**src/rtl/uart_rx_fifo.sv**
```systemverilog
// rtl/uart_rx_fifo.sv - Oversampled UART receiver with majority voting and a buffered receive FIFO
//
// Purpose:
//   Recovers characters from an asynchronous RX line. Each bit is oversampled and decided
//   by a 3-sample majority vote around mid-bit. Each received character and its error
//   flags are pushed into a FIFO that a sink drains through a valid/ready port.
//
// Ports:
//   clk, rst_n       system clock, asynchronous active-low reset
//   serial_in        asynchronous RX line, idle high
//   data_out         head-of-FIFO character
//   frame_err        head entry: a stop bit sampled 0
//   parity_err       head entry: parity mismatch
//   data_out_valid   FIFO not empty
//   data_out_ready   sink accepts the head entry
//   fifo_count       number of entries held
//   overrun          sticky: a character was dropped because the FIFO was full
//   overrun_clear    pulse that clears overrun
//   rx_busy          receiver is not idle

module uart_rx_fifo #(
    parameter int CLOCK_FREQ = 125_000_000,
    parameter int BAUD_RATE  = 115_200,
    parameter int OVERSAMPLE = 16,
    parameter int DATA_BITS  = 8,
    parameter int PARITY     = 0,
    parameter int STOP_BITS  = 1,
    parameter int FIFO_DEPTH = 8
) (
    input  logic                          clk,
    input  logic                          rst_n,
    input  logic                          serial_in,
    output logic [DATA_BITS-1:0]          data_out,
    output logic                          frame_err,
    output logic                          parity_err,
    output logic                          data_out_valid,
    input  logic                          data_out_ready,
    output logic [$clog2(FIFO_DEPTH):0]   fifo_count,
    output logic                          overrun,
    input  logic                          overrun_clear,
    output logic                          rx_busy
);

    localparam int TICK_DIV = CLOCK_FREQ / (BAUD_RATE * OVERSAMPLE);
    localparam int TW       = (TICK_DIV > 1) ? $clog2(TICK_DIV) : 1;
    localparam int IW       = $clog2(OVERSAMPLE);
    localparam int BW       = $clog2(DATA_BITS);
    localparam int AW       = $clog2(FIFO_DEPTH);
    localparam int EW       = DATA_BITS + 2;

    typedef enum logic [2:0] {
        S_IDLE,
        S_START,
        S_DATA,
        S_PARITY,
        S_STOP,
        S_BREAK
    } state_t;

    state_t                 r_state;
    state_t                 w_state_next;

    logic                   r_sync1;
    logic                   r_sync2;
    logic                   r_line_prev;
    logic [1:0]             r_hist;
    logic [TW-1:0]          r_tick_cnt;
    logic [IW-1:0]          r_tick_idx;
    logic [BW-1:0]          r_bit_cnt;
    logic                   r_stop_cnt;
    logic [DATA_BITS-1:0]   r_shift;
    logic                   r_par_err;
    logic                   r_frame_err;

    logic [EW-1:0]          r_mem [FIFO_DEPTH];
    logic [AW-1:0]          r_wr_ptr;
    logic [AW-1:0]          r_rd_ptr;
    logic [AW:0]            r_count;
    logic                   r_overrun;

    logic                   w_fall;
    logic                   w_tick;
    logic                   w_mid;
    logic                   w_vote;
    logic                   w_par_exp;
    logic                   w_frame_final;
    logic                   w_start;
    logic                   w_shift;
    logic                   w_par_chk;
    logic                   w_stop_chk;
    logic                   w_push;
    logic                   w_pop;
    logic                   w_full;
    logic                   w_wr_en;
    logic [EW-1:0]          w_entry;

    assign w_fall        = r_line_prev & ~r_sync2;
    assign w_tick        = (r_tick_cnt == TW'(TICK_DIV - 1));
    assign w_mid         = w_tick && (r_tick_idx == IW'(OVERSAMPLE / 2 + 1));
    // History holds the samples from ticks OVERSAMPLE/2-1 and OVERSAMPLE/2; the live line
    // value is the third sample at the decision tick.
    assign w_vote        = (r_hist[1] & r_hist[0]) | (r_hist[1] & r_sync2) | (r_hist[0] & r_sync2);
    assign w_par_exp     = (PARITY == 1) ? ~(^r_shift) : (^r_shift);
    assign w_frame_final = r_frame_err | ~w_vote;
    assign w_entry       = {w_frame_final, r_par_err, r_shift};

    // Input synchroniser and start-edge history
    always_ff @(posedge clk or negedge rst_n) begin
        if (!rst_n) begin
            r_sync1     <= 1'b1;
            r_sync2     <= 1'b1;
            r_line_prev <= 1'b1;
        end else begin
            r_sync1     <= serial_in;
            r_sync2     <= r_sync1;
            r_line_prev <= r_sync2;
        end
    end

    // Oversample tick generator, realigned to the detected start edge
    always_ff @(posedge clk or negedge rst_n) begin
        if (!rst_n) begin
            r_tick_cnt <= '0;
            r_tick_idx <= '0;
            r_hist     <= 2'b11;
        end else if (w_start) begin
            r_tick_cnt <= '0;
            r_tick_idx <= '0;
        end else if (w_tick) begin
            r_tick_cnt <= '0;
            r_tick_idx <= (r_tick_idx == IW'(OVERSAMPLE - 1)) ? '0 : r_tick_idx + 1'b1;
            r_hist     <= {r_hist[0], r_sync2};
        end else begin
            r_tick_cnt <= r_tick_cnt + 1'b1;
        end
    end

    always_ff @(posedge clk or negedge rst_n) begin
        if (!rst_n) begin
            r_state <= S_IDLE;
        end else begin
            r_state <= w_state_next;
        end
    end

    always_comb begin
        w_state_next = r_state;
        w_start      = 1'b0;
        w_shift      = 1'b0;
        w_par_chk    = 1'b0;
        w_stop_chk   = 1'b0;
        w_push       = 1'b0;
        case (r_state)
            S_IDLE: begin
                if (w_fall) begin
                    w_start      = 1'b1;
                    w_state_next = S_START;
                end
            end
            S_START: begin
                if (w_mid) begin
                    w_state_next = w_vote ? S_IDLE : S_DATA;
                end
            end
            S_DATA: begin
                if (w_mid) begin
                    w_shift = 1'b1;
                    if (r_bit_cnt == BW'(DATA_BITS - 1)) begin
                        w_state_next = (PARITY != 0) ? S_PARITY : S_STOP;
                    end
                end
            end
            S_PARITY: begin
                if (w_mid) begin
                    w_par_chk    = 1'b1;
                    w_state_next = S_STOP;
                end
            end
            S_STOP: begin
                if (w_mid) begin
                    w_stop_chk = 1'b1;
                    if (r_stop_cnt == 1'(STOP_BITS - 1)) begin
                        w_push = 1'b1;
                        // A break (all-zero data, low stop) is recorded once; wait for the
                        // line to recover before hunting for the next start edge.
                        w_state_next = ((r_shift == '0) && w_frame_final) ? S_BREAK : S_IDLE;
                    end
                end
            end
            S_BREAK: begin
                if (r_sync2) begin
                    w_state_next = S_IDLE;
                end
            end
            default: w_state_next = S_IDLE;
        endcase
    end

    // Per-character datapath
    always_ff @(posedge clk or negedge rst_n) begin
        if (!rst_n) begin
            r_bit_cnt   <= '0;
            r_stop_cnt  <= 1'b0;
            r_shift     <= '0;
            r_par_err   <= 1'b0;
            r_frame_err <= 1'b0;
        end else begin
            if (w_start) begin
                r_bit_cnt   <= '0;
                r_stop_cnt  <= 1'b0;
                r_par_err   <= 1'b0;
                r_frame_err <= 1'b0;
            end
            if (w_shift) begin
                r_shift   <= {w_vote, r_shift[DATA_BITS-1:1]};
                r_bit_cnt <= r_bit_cnt + 1'b1;
            end
            if (w_par_chk) begin
                r_par_err <= (w_vote != w_par_exp);
            end
            if (w_stop_chk) begin
                r_frame_err <= w_frame_final;
                r_stop_cnt  <= r_stop_cnt + 1'b1;
            end
        end
    end

    // Receive FIFO
    assign w_pop   = (r_count != '0) && data_out_ready;
    assign w_full  = (r_count == (AW+1)'(FIFO_DEPTH));
    assign w_wr_en = w_push && (!w_full || w_pop);

    always_ff @(posedge clk or negedge rst_n) begin
        if (!rst_n) begin
            for (int i = 0; i < FIFO_DEPTH; i++) begin
                r_mem[i] <= '0;
            end
            r_wr_ptr  <= '0;
            r_rd_ptr  <= '0;
            r_count   <= '0;
            r_overrun <= 1'b0;
        end else begin
            if (w_wr_en) begin
                r_mem[r_wr_ptr] <= w_entry;
                r_wr_ptr        <= r_wr_ptr + 1'b1;
            end
            if (w_pop) begin
                r_rd_ptr <= r_rd_ptr + 1'b1;
            end
            if (w_wr_en && !w_pop) begin
                r_count <= r_count + 1'b1;
            end else if (!w_wr_en && w_pop) begin
                r_count <= r_count - 1'b1;
            end
            // Setting wins over a simultaneous clear so a drop is never lost.
            if (w_push && w_full && !w_pop) begin
                r_overrun <= 1'b1;
            end else if (overrun_clear) begin
                r_overrun <= 1'b0;
            end
        end
    end

    assign {frame_err, parity_err, data_out} = r_mem[r_rd_ptr];
    assign data_out_valid = (r_count != '0);
    assign fifo_count     = r_count;
    assign overrun        = r_overrun;
    assign rx_busy        = (r_state != S_IDLE);

endmodule

```
**config.mk**
```make
export PLATFORM = sky130hd
export DESIGN_NAME = uart_rx_fifo
export DESIGN_NICKNAME = d
export VERILOG_FILES = /design/src/rtl/uart_rx_fifo.sv
export SDC_FILE = /design/constraint.sdc
export NUM_CORES = 1
export LEC_CHECK = 0
export ABC_AREA = 1
export CORE_UTILIZATION = 44
export CTS_CLUSTER_SIZE = 8
export DETAILED_ROUTE_END_ITERATION = 8
export MAX_ROUTING_LAYER = met4
export PLACE_DENSITY = 0.64
export SYNTH_ARGS = -nofsm -noshare
export SYNTH_HDL_FRONTEND = slang
export SYNTH_SLANG_ARGS = --single-unit
```
**constraint.sdc**
```tcl
create_clock -name clk -period 5.5 [get_ports clk]
set_input_delay 0.55 -clock clk [delete_from_list [all_inputs] [get_ports clk]]
set_output_delay 0.55 -clock clk [all_outputs]
set_load 0.005 [all_outputs]
```
==> results by group <==
Timing
  – Fmax: 0.275 GHz
  – WHS: 0.281 ns
  – Worst Max-Slew Pin Slew: 1.04 ns
  – Final Cycle Share: 0.662
  – Final min period: 3.64 ns
  – RSZ-0062 raised after global routing: false
  – Worst Skew: 0.00776 ns
  – Hold Fails Final Rpt: 0
  – # setup viols final: 0
  – Slew HR: 0.304
  – Sum Neg Setup Slack: 0 ns
  – Max-slew violation count: 0

Clock tree
  – CTS sink cnt: 124
  – H-tree Lvls: 4
  – Hold-fix buffers, CTS: 0
  – Clock Latency Late Sink: 0.43 ns
  – CTS Buffer Depth: 2
  – CTS buffer count: 17
  – Clock Pin Slew Worst Setup and Hold Paths: 0.05 ns
  – TritonCTS clock tree: yes
  – Post-CTS resize count: 0
  – Setup Buffers After CTS: 0
  – Clock root cell: clkbuf_16

Worst setup path
  – Worst-path maximum fanout: 22
  – Kind of end point of the critical path: output port
  – Setup CP Type: flip-flop to output port
  – Critical path arrival: 3.09 ns
  – Required time worst endpoint: 4.95 ns
  – Worst setup SP type: flip-flop

Routing
  – Final antenna-violating net count: 0
  – DRT iter0 DRCs: 479
  – Routed WL: 15,500 um
  – # DRC: 0
  – Routed length per instance: 15.7 um
  – TritonRoute pass-1 iters: 5
  – Vias/cell: 5.44
  – Via count: 5,372

Place
  – IO buf count: 21
  – Placed cell areas: 0.00652 mm2
  – Placer Congestion: 0.831
  – Placed cell count: 956
  – HPWL Detailed: 10,000 um

Global route
  – Gr ovfl total: 0
  – First-pass GRT wire length: 26,100 um
  – GRT Util Overall: 0.239
  – Initial antenna violation count: 0
  – Largest net degree at the start of global routing: 74
  – Vias in the first global route: 5,055

Synthesis
  – Mapped Nets: 813
  – Register area share after synthesis: 0.500
  – Yosys reg bits: 124
  – Simple-gate portion of the synthesized area: 0.317
  – Synth unique cells: 29
  – Syn Area/Cell: 7.85 um2
  – Syn Inst Count: 792
  – Largest family of logic cells by synthesized area: simple AND/OR/NAND/NOR gates
  – Post-synthesis mux area share: 0.00181
  – Cell Area, Synth: 0.00622 mm2
  – Complex-gate fraction of the synthesized area: 0.0792
  – XOR/XNOR share of the synthesized area: 0.0141
  – Syn. warnings: 0
  – Area share of fa/ha/maj cells after synthesis: 0.0334

Layout
  – ANT cells: 0
  – Non-Filler Instances: 988
  – Fin area: 0.00718 mm2
  – Share of layout cells above drive strength 1: 0.0718
  – Area Growth Syn to Fin: 15.4%
  – # nets final: 816

Power
  – Worst vdd rail ir drop: 0.000240 V
  – Power Dens Cells: 441 mW/mm2
  – Static Leakage: 3.71 nW
  – Final Total Pwr: 0.00317 W

Die
  – IO Count: 22
  – CORE AREA: 0.0138 mm2
  – Core Rows: 43
  – Die Y-Extent: 121 um
  – Starting Density: 0.450
  – Die Area: 0.0146 mm2
  – Die width: 121 um

Status
  – Status: complete, no violations

Job
  – Max-Cap Viols: 0

Worst hold path
  – Worst hold path type: input port to async pin
[area by class of cell]
| type | count | area (um2) |
|---|---|---|
| clock buffer | 22 | 494 |
| clock inverter | 10 | 160 |
| fill | 1259 | 6650 |
| inverter | 45 | 169 |
| multi-input combinational | 581 | 2770 |
| sequential | 124 | 3110 |
| tap | 180 | 225 |
| timing repair buffer | 26 | 245 |
[critical path, stage by stage (launching register included)]
cell	delay, ns
dfrtp_1	0.81
inv_1	0.60
nor2_1	0.22
o21ai_0	0.18
a31oi_1	0.31
clkdlybuf4s50_1	0.56
[power by group]
| part | total, W | internal (W) | switching [W] | leakage (nW) |
|---|---|---|---|---|
| sequential | 0.00106 | 0.000972 | 0.0000917 | 1.68 |
| combinational | 0.000876 | 0.000356 | 0.000519 | 1.71 |
| clock | 0.00123 | 0.000816 | 0.000411 | 0.310 |
[cells in the final DEF, fill, tap and decap left out, types with 4 or more instances in the layout]
cell type,instances
buf_4,6
nand4_2,8
a31oi_1,10
ha_1,15
nand2_1,256
clkinvlp_4,4
nor2_1,79
clkdlybuf4s50_1,20
bufinv_16,4
nand3_1,107
dfstp_2,5
xor2_1,5
clkbuf_16,17
dfrtp_1,119
o22ai_1,4
o21ai_0,58
clkbuf_8,5
xnor2_1,5
inv_1,45
a21oi_1,17
[synth_stat cells (all sizes together)]
library cell / n / area, um2
buf: 10 / 48.8
dfstp: 5 / 131
xor2: 5 / 43.8
nand3: 107 / 536
o211ai: 2 / 15.0
inv: 45 / 169
a31oi: 10 / 62.6
clkbuf: 32 / 120
xnor2: 5 / 43.8
o21ai: 58 / 290
a21oi: 17 / 85.1
nor3: 3 / 26.3
nand2: 257 / 967
o22ai: 4 / 25.0
ha: 15 / 188
nor2: 82 / 320
a21boi: 1 / 7.51
fa: 1 / 20.0
nand4: 11 / 119
o21a: 1 / 7.51
mux2: 1 / 11.3
dfrtp: 119 / 2980
or2: 1 / 6.26
[per-stage QoR]
stage,worst slack [ns],utilization
floorplan,2.98,-
global placement,2.24,0.472
detailed placement,2.18,0.472
CTS,1.91,0.519
global route,1.72,0.519
finish,1.86,0.519
[metal layers]
| metal | vias up | global-route usage | routed length (um) |
|---|---|---|---|
| met5 | - | - | 0 |
| met3 | 24 | 0.0550 | 996 |
| met1 | 2587 | 0.319 | 6930 |
| met4 | 0 | 0.0710 | 248 |
| met2 | 180 | 0.364 | 7340 |
| li1 | 2581 | - | - |
[worst paths after layout]
| kind | start | endpoint | slack (ns) | depth (start not counted) |
|---|---|---|---|---|
| setup / recovery | r_rd_ptr[1]$_DFFE_PN0P_ | frame_err | 1.86 | 5 |
| hold reg to reg | r_sync1$_DFF_PN1_ | r_sync2$_DFF_PN1_ | 0.35 | 0 |
| setup reg to reg | r_state[0]$_DFFE_PN0P_ | r_mem[66]$_DFFE_PN0P_ | 2.46 | 8 |
| hold / removal | rst_n | r_rd_ptr[0]$_DFFE_PN0P_ | 0.28 | 1 |
| min in group clk | r_sync1$_DFF_PN1_ | r_sync2$_DFF_PN1_ | 0.35 | 0 |
| max in group asynchronous | rst_n | r_mem[78]$_DFFE_PN0P_ | 3.96 | 2 |
[flip-flops by register name (all words and copies together), names as in the netlist, 2 cells and up]
| name | flops |
|---|---|
| r_tick_idx | 4 |
| fifo_count | 4 |
| r_tick_cnt | 7 |
| r_state | 3 |
| r_shift | 8 |
| r_bit_cnt | 3 |
| r_hist | 2 |
| r_rd_ptr | 3 |
| r_wr_ptr | 3 |
| r_mem | 80 |
[kinds of logic after synthesis]
logic type,after synthesis
simple gates,461
compound gates,93
xor+xnor,10
flops,124
mux,1
buf+inv,87
fa+ha+maj,16
Power figures use the tool's default switching activity.
==> RTL edit 1, RTL diff (same flow settings) <==
Encoding of `state_t`: now one-hot (6 bits for 6 states).
--- a/src/rtl/uart_rx_fifo.sv
+++ b/src/rtl/uart_rx_fifo.sv
@@ -48,13 +48,13 @@
     localparam int AW       = $clog2(FIFO_DEPTH);
     localparam int EW       = DATA_BITS + 2;
 
-    typedef enum logic [2:0] {
-        S_IDLE,
-        S_START,
-        S_DATA,
-        S_PARITY,
-        S_STOP,
-        S_BREAK
+    typedef enum logic [5:0] {
+        S_IDLE   = 6'b000001,
+        S_START  = 6'b000010,
+        S_DATA   = 6'b000100,
+        S_PARITY = 6'b001000,
+        S_STOP   = 6'b010000,
+        S_BREAK  = 6'b100000
     } state_t;
 
     state_t                 r_state;
Function: no difference found for any inputs over 10 cycles, from zero or initial values and one cycle with rst_n low; not proved beyond that.
==> RTL edit 1 against the unedited design <==
Fmax up 2.9%. Via count down 6.4%. Area after synthesis down 5.7%. Final area down 6.6%. Power down 6.6%. Routed wire length down 2.3%. Synthesized cell count down 7.4%. Setup slack better by 100 ps. Sequential cell count down 7. Clock skew down 1.8 ps. Highest routed layer unchanged.
==> RTL edit 1: results (changes against the unedited design) <==
[routing]
totalWireLength_mm = 15.2  ; was 15.5 mm
first_iter_violations = 604  ; was 479

[setup_path]
ff2ff_path_depth = 19  ; was 8
critical_path_arrival_ps = 2990  ; was 3090 ps
rr_startpoint = r_tick_cnt[0]$_DFF_PN0_  ; was r_state[0]$_DFFE_PN0P_

[finish]
largestRegisters = r_mem x72, r_shift x8, r_tick_cnt x7  ; was r_mem x80, r_shift x8, r_tick_cnt x7
drive_gt1_share_pct = 8.21  ; was 7.18%
fillCellCount = 1244  ; was 1259
nets = 759  ; was 816
largest_reg_flops = 72  ; was 80

[placement]
dpl.hpwl_mm = 9.75  ; was 10.0 mm
io_buffers = 20  ; was 21

[pwr]
leakage_nw = 3.45  ; was 3.71 nW

[global_routing]
grt_pass1_wl_mm = 24.8  ; was 26.1 mm
grt_usage_pct = 24.0  ; was 23.9%
grt_max_degree = 75  ; was 74

[synth]
synth.area.mux_share_pct = 0.192  ; was 0.181%
synthTopCellsByCount = nand2_1, dfrtp_1, nand3_1, nor2_1, o21ai_0  ; unchanged
syn_nets = 750  ; was 813
synth_compound_area_share_pct = 8.06  ; was 7.92%
yosys.area_share.adder_pct = 2.69  ; was 3.34%
yosys.cell_types.count = 37  ; was 29
synth_seq_area_share_pct = 50.1  ; was 50.0%

[status]
outcome = finished, final reports clean  ; unchanged

[timing]
fin_skew_ps = 5.95  ; was 7.76 ps

## RTL edit 1: cell types whose count changed after synthesis, moves of 8 or more
| cell | change |
|---|---|
| clkbuf_1 | -12 |
| dfrtp_1 | -8 |
| inv_1 | -10 |
| nand2_1 | -26 |
| nand3_1 | -19 |
| nor2_1 | +8 |
## RTL edit 1: logic make-up (layout without fill, tap and decap cells)
group                      after synthesis  after routing
other                                    1              1
AOI/OAI and AO/OA                       90             90
muxes                                    1              1
and+or+nand+nor                        431            431
DFF                                    117            117
buffers and inverters                   73             95
adders and majority gates               12             12
xor gates and xnor gates                 8              8
## RTL edit 1: layout make-up
class	count	area (um^2)	area share, %
Clock inverter	13	158	2.35
Tap cell	172	215	3.21
Inverter	41	155	2.31
Timing Repair Buffer	22	213	3.17
Multi-Input combinational cell	543	2590	38.7
Clock buffer	19	433	6.46
Sequential cell	117	2940	43.8
## RTL edit 1: metal layers
layer / vias up / global-route usage (%) / routed length (um)
met1: 2424 / 32.1 / 6850
li1: 2410 / - / -
met2: 172 / 35.6 / 7040
met4: 0 / 7.47 / 211
met5: - / - / 0
met3: 23 / 6.03 / 1070
## RTL edit 1: how the worst min path moves through the flow
stage	start	endpoint	slack (ps)	cells past startpoint
after floorplan	rst_n	fifo_count[0]$_DFFE_PN0P_	250	0
after global placement	r_sync1$_DFF_PN1_	r_sync2$_DFF_PN1_	350	0
after detailed placement	r_sync1$_DFF_PN1_	r_sync2$_DFF_PN1_	350	0
after CTS	rst_n	r_tick_cnt[2]$_DFF_PN0_	160	1
after global routing	rst_n	r_tick_cnt[2]$_DFF_PN0_	190	1
final	rst_n	r_tick_cnt[2]$_DFF_PN0_	140	1
## RTL edit 1: through the flow
stage	instances	area, um^2	power (mW)	worst slack [ps]	hold WS (ps)
detailed placement	895	6110	1.85	2330	349
global route	927	6700	3.12	1820	193
floorplan	733	5860	1.51	2950	254
finish	927	6700	2.96	1960	143
global placement	895	6110	1.83	2420	347
CTS	927	6700	2.97	2040	165
## RTL edit 1: where the power goes
group	internal (mW)	switching (mW)
Clock	0.709	0.410
Combinational	0.340	0.478
Sequential	0.929	0.0936
Total	1.98	0.981
## RTL edit 1: worst max-delay path: cells and delay by family (launching register included)
kind | cells | cell delay, ps
AOI/OAI and AO/OA | 2 | 330
buffers and inverters | 2 | 1230
DFF | 1 | 760
and+or+nand+nor | 1 | 250
==> RTL edit 2, RTL diff (same flow settings) <==
Without the edit above. Change the parameter `FIFO_DEPTH` from 8 to 16.
--- a/src/rtl/uart_rx_fifo.sv
+++ b/src/rtl/uart_rx_fifo.sv
@@ -25,7 +25,7 @@
     parameter int DATA_BITS  = 8,
     parameter int PARITY     = 0,
     parameter int STOP_BITS  = 1,
-    parameter int FIFO_DEPTH = 8
+    parameter int FIFO_DEPTH = 16
 ) (
     input  logic                          clk,
     input  logic                          rst_n,
Interface: changed (resized fifo_count); port bits go from 22 to 23. No check against the original RTL was run, so the function may have changed too.
==> RTL edit 2 against the unedited design <==
Sequential power is 60% higher. Power is 52% higher. Setup slack better by 120 ps. Core utilization is 1.5 points lower. Clock skew is 13 ps higher. Non-clock buffer count is 21 higher. Worst hold slack worse by 170 ps. Final cell count is 65% higher. Routed wire length is 84% higher. Final area is 62% higher. Sequential cell count is 83 higher. Area after synthesis is 68% higher. Largest power group is now sequential cells.
==> RTL edit 2: results (changes against the unedited design) <==
[synth]
synthTopCellsByCount = nand2_1, dfrtp_1, nand3_1, nor2_1, o21ai_0  ; unchanged
synth_seq_area_share_pct = 49.7  ; was 50.0%
synth_area_um2 = 10400  ; was 6220 um^2

[pwr]
irDropWorstVdd_mv = 0.224  ; was 0.240 mV

[finish]
buffer_area_share_pct = 3.55  ; was 3.42%
largestRegisters = r_mem x160, r_shift x8, r_tick_cnt x7  ; was r_mem x80, r_shift x8, r_tick_cnt x7
nonClockBufferCount = 47  ; was 26
area_growth_pct = 11.0  ; was 15.4%
fillCellCount = 2284  ; was 1259
nets = 1335  ; was 816
clock_area_share_pct = 6.76  ; was 9.12%
clkbuf_count = 42  ; was 22
seq_share_pct = 44.8  ; was 43.3%

[timing]
worstMarginPinSlew_ps = 1140  ; was 1040 ps
fin_skew_ps = 20.5  ; was 7.76 ps

[status]
outcome = finished, final reports clean  ; unchanged

[clock_network]
clk_path_buf_depth = 3  ; was 2
clk_latency_ps = 540  ; was 430 ps
h-tree-depth = 1  ; was 4
cts_buffers = 29  ; was 17

[global_routing]
grt_pass1_vias = 8574  ; was 5055
grt_usage_pct = 25.5  ; was 23.9%
grt_pass1_wl_mm = 47.2  ; was 26.1 mm

[setup_path]
critPathSlowestCell = clkdlybuf4s50_1  ; was dfrtp_1
cp_max_fo = 32  ; was 22
critical_path_arrival_ps = 2970  ; was 3090 ps
max_stage_delay_ps = 500  ; was 810 ps

[placement]
dpl.hpwl_mm = 17.9  ; was 10.0 mm
io_buffers = 22  ; was 21

[routing]
post_drt_wl_per_cell_um = 17.5  ; was 15.7 um

## RTL edit 2: logic make-up (layout without fill, tap and decap cells)
kind of cell    after synthesis  after routing  synth area share [%]
mux                           1              1                 0.108
xor+xnor                     14             14                  1.17
simple gates                781            781                  31.9
fa+ha+maj                    21             21                  2.59
buf+inv                     139            140                  5.98
compound gates              157            157                  8.59
flops                       207            207                  49.7
## RTL edit 2: power by group
part           internal (mW)  switching (mW)  total [mW]
Combinational          0.579           0.954        1.53
Clock                  0.953           0.634        1.59
Sequential              1.59           0.108        1.70
## RTL edit 2: through the flow
stage / utilization (%) / setup WS (ps) / std cells
floorplan: - / 2970 / 1320
global placement: 47.0 / 2550 / 1591
detailed placement: 47.0 / 2540 / 1591
CTS: 50.4 / 1960 / 1634
global route: 50.4 / 1730 / 1634
finish: 50.4 / 1980 / 1634
## RTL edit 2: worst paths after layout
check	startpoint	end	slack (ps)	cells past startpoint
max	r_rd_ptr[0]$_DFFE_PN0P_	data_out[6]	1980	9
min	rst_n	r_state[0]$_DFFE_PN0P_	110	1
max reg2reg	r_tick_cnt[0]$_DFF_PN0_	r_mem[123]$_DFFE_PN0P_	2540	12
min reg2reg	r_sync1$_DFF_PN1_	r_sync2$_DFF_PN1_	360	0
max in group asynchronous	rst_n	r_rd_ptr[1]$_DFFE_PN0P_	4100	2
min in group clk	r_sync1$_DFF_PN1_	r_sync2$_DFF_PN1_	360	0
## RTL edit 2: routing by layer
metal	global-route usage (%)	routed length [um]	vias to the layer above
met3	3.47	1890	52
met5	-	0	-
met4	5.98	590	0
met2	40.0	13200	288
met1	34.9	12900	4242
li1	-	-	4287
## RTL edit 2: critical path, delay by kind of cell, from the launching register on
family                 cells  cell delay (ps)
AND/OR/NAND/NOR            4              420
AO/OA/AOI/OAI              2              230
buffers and inverters      3             1360
flip-flops                 1              400
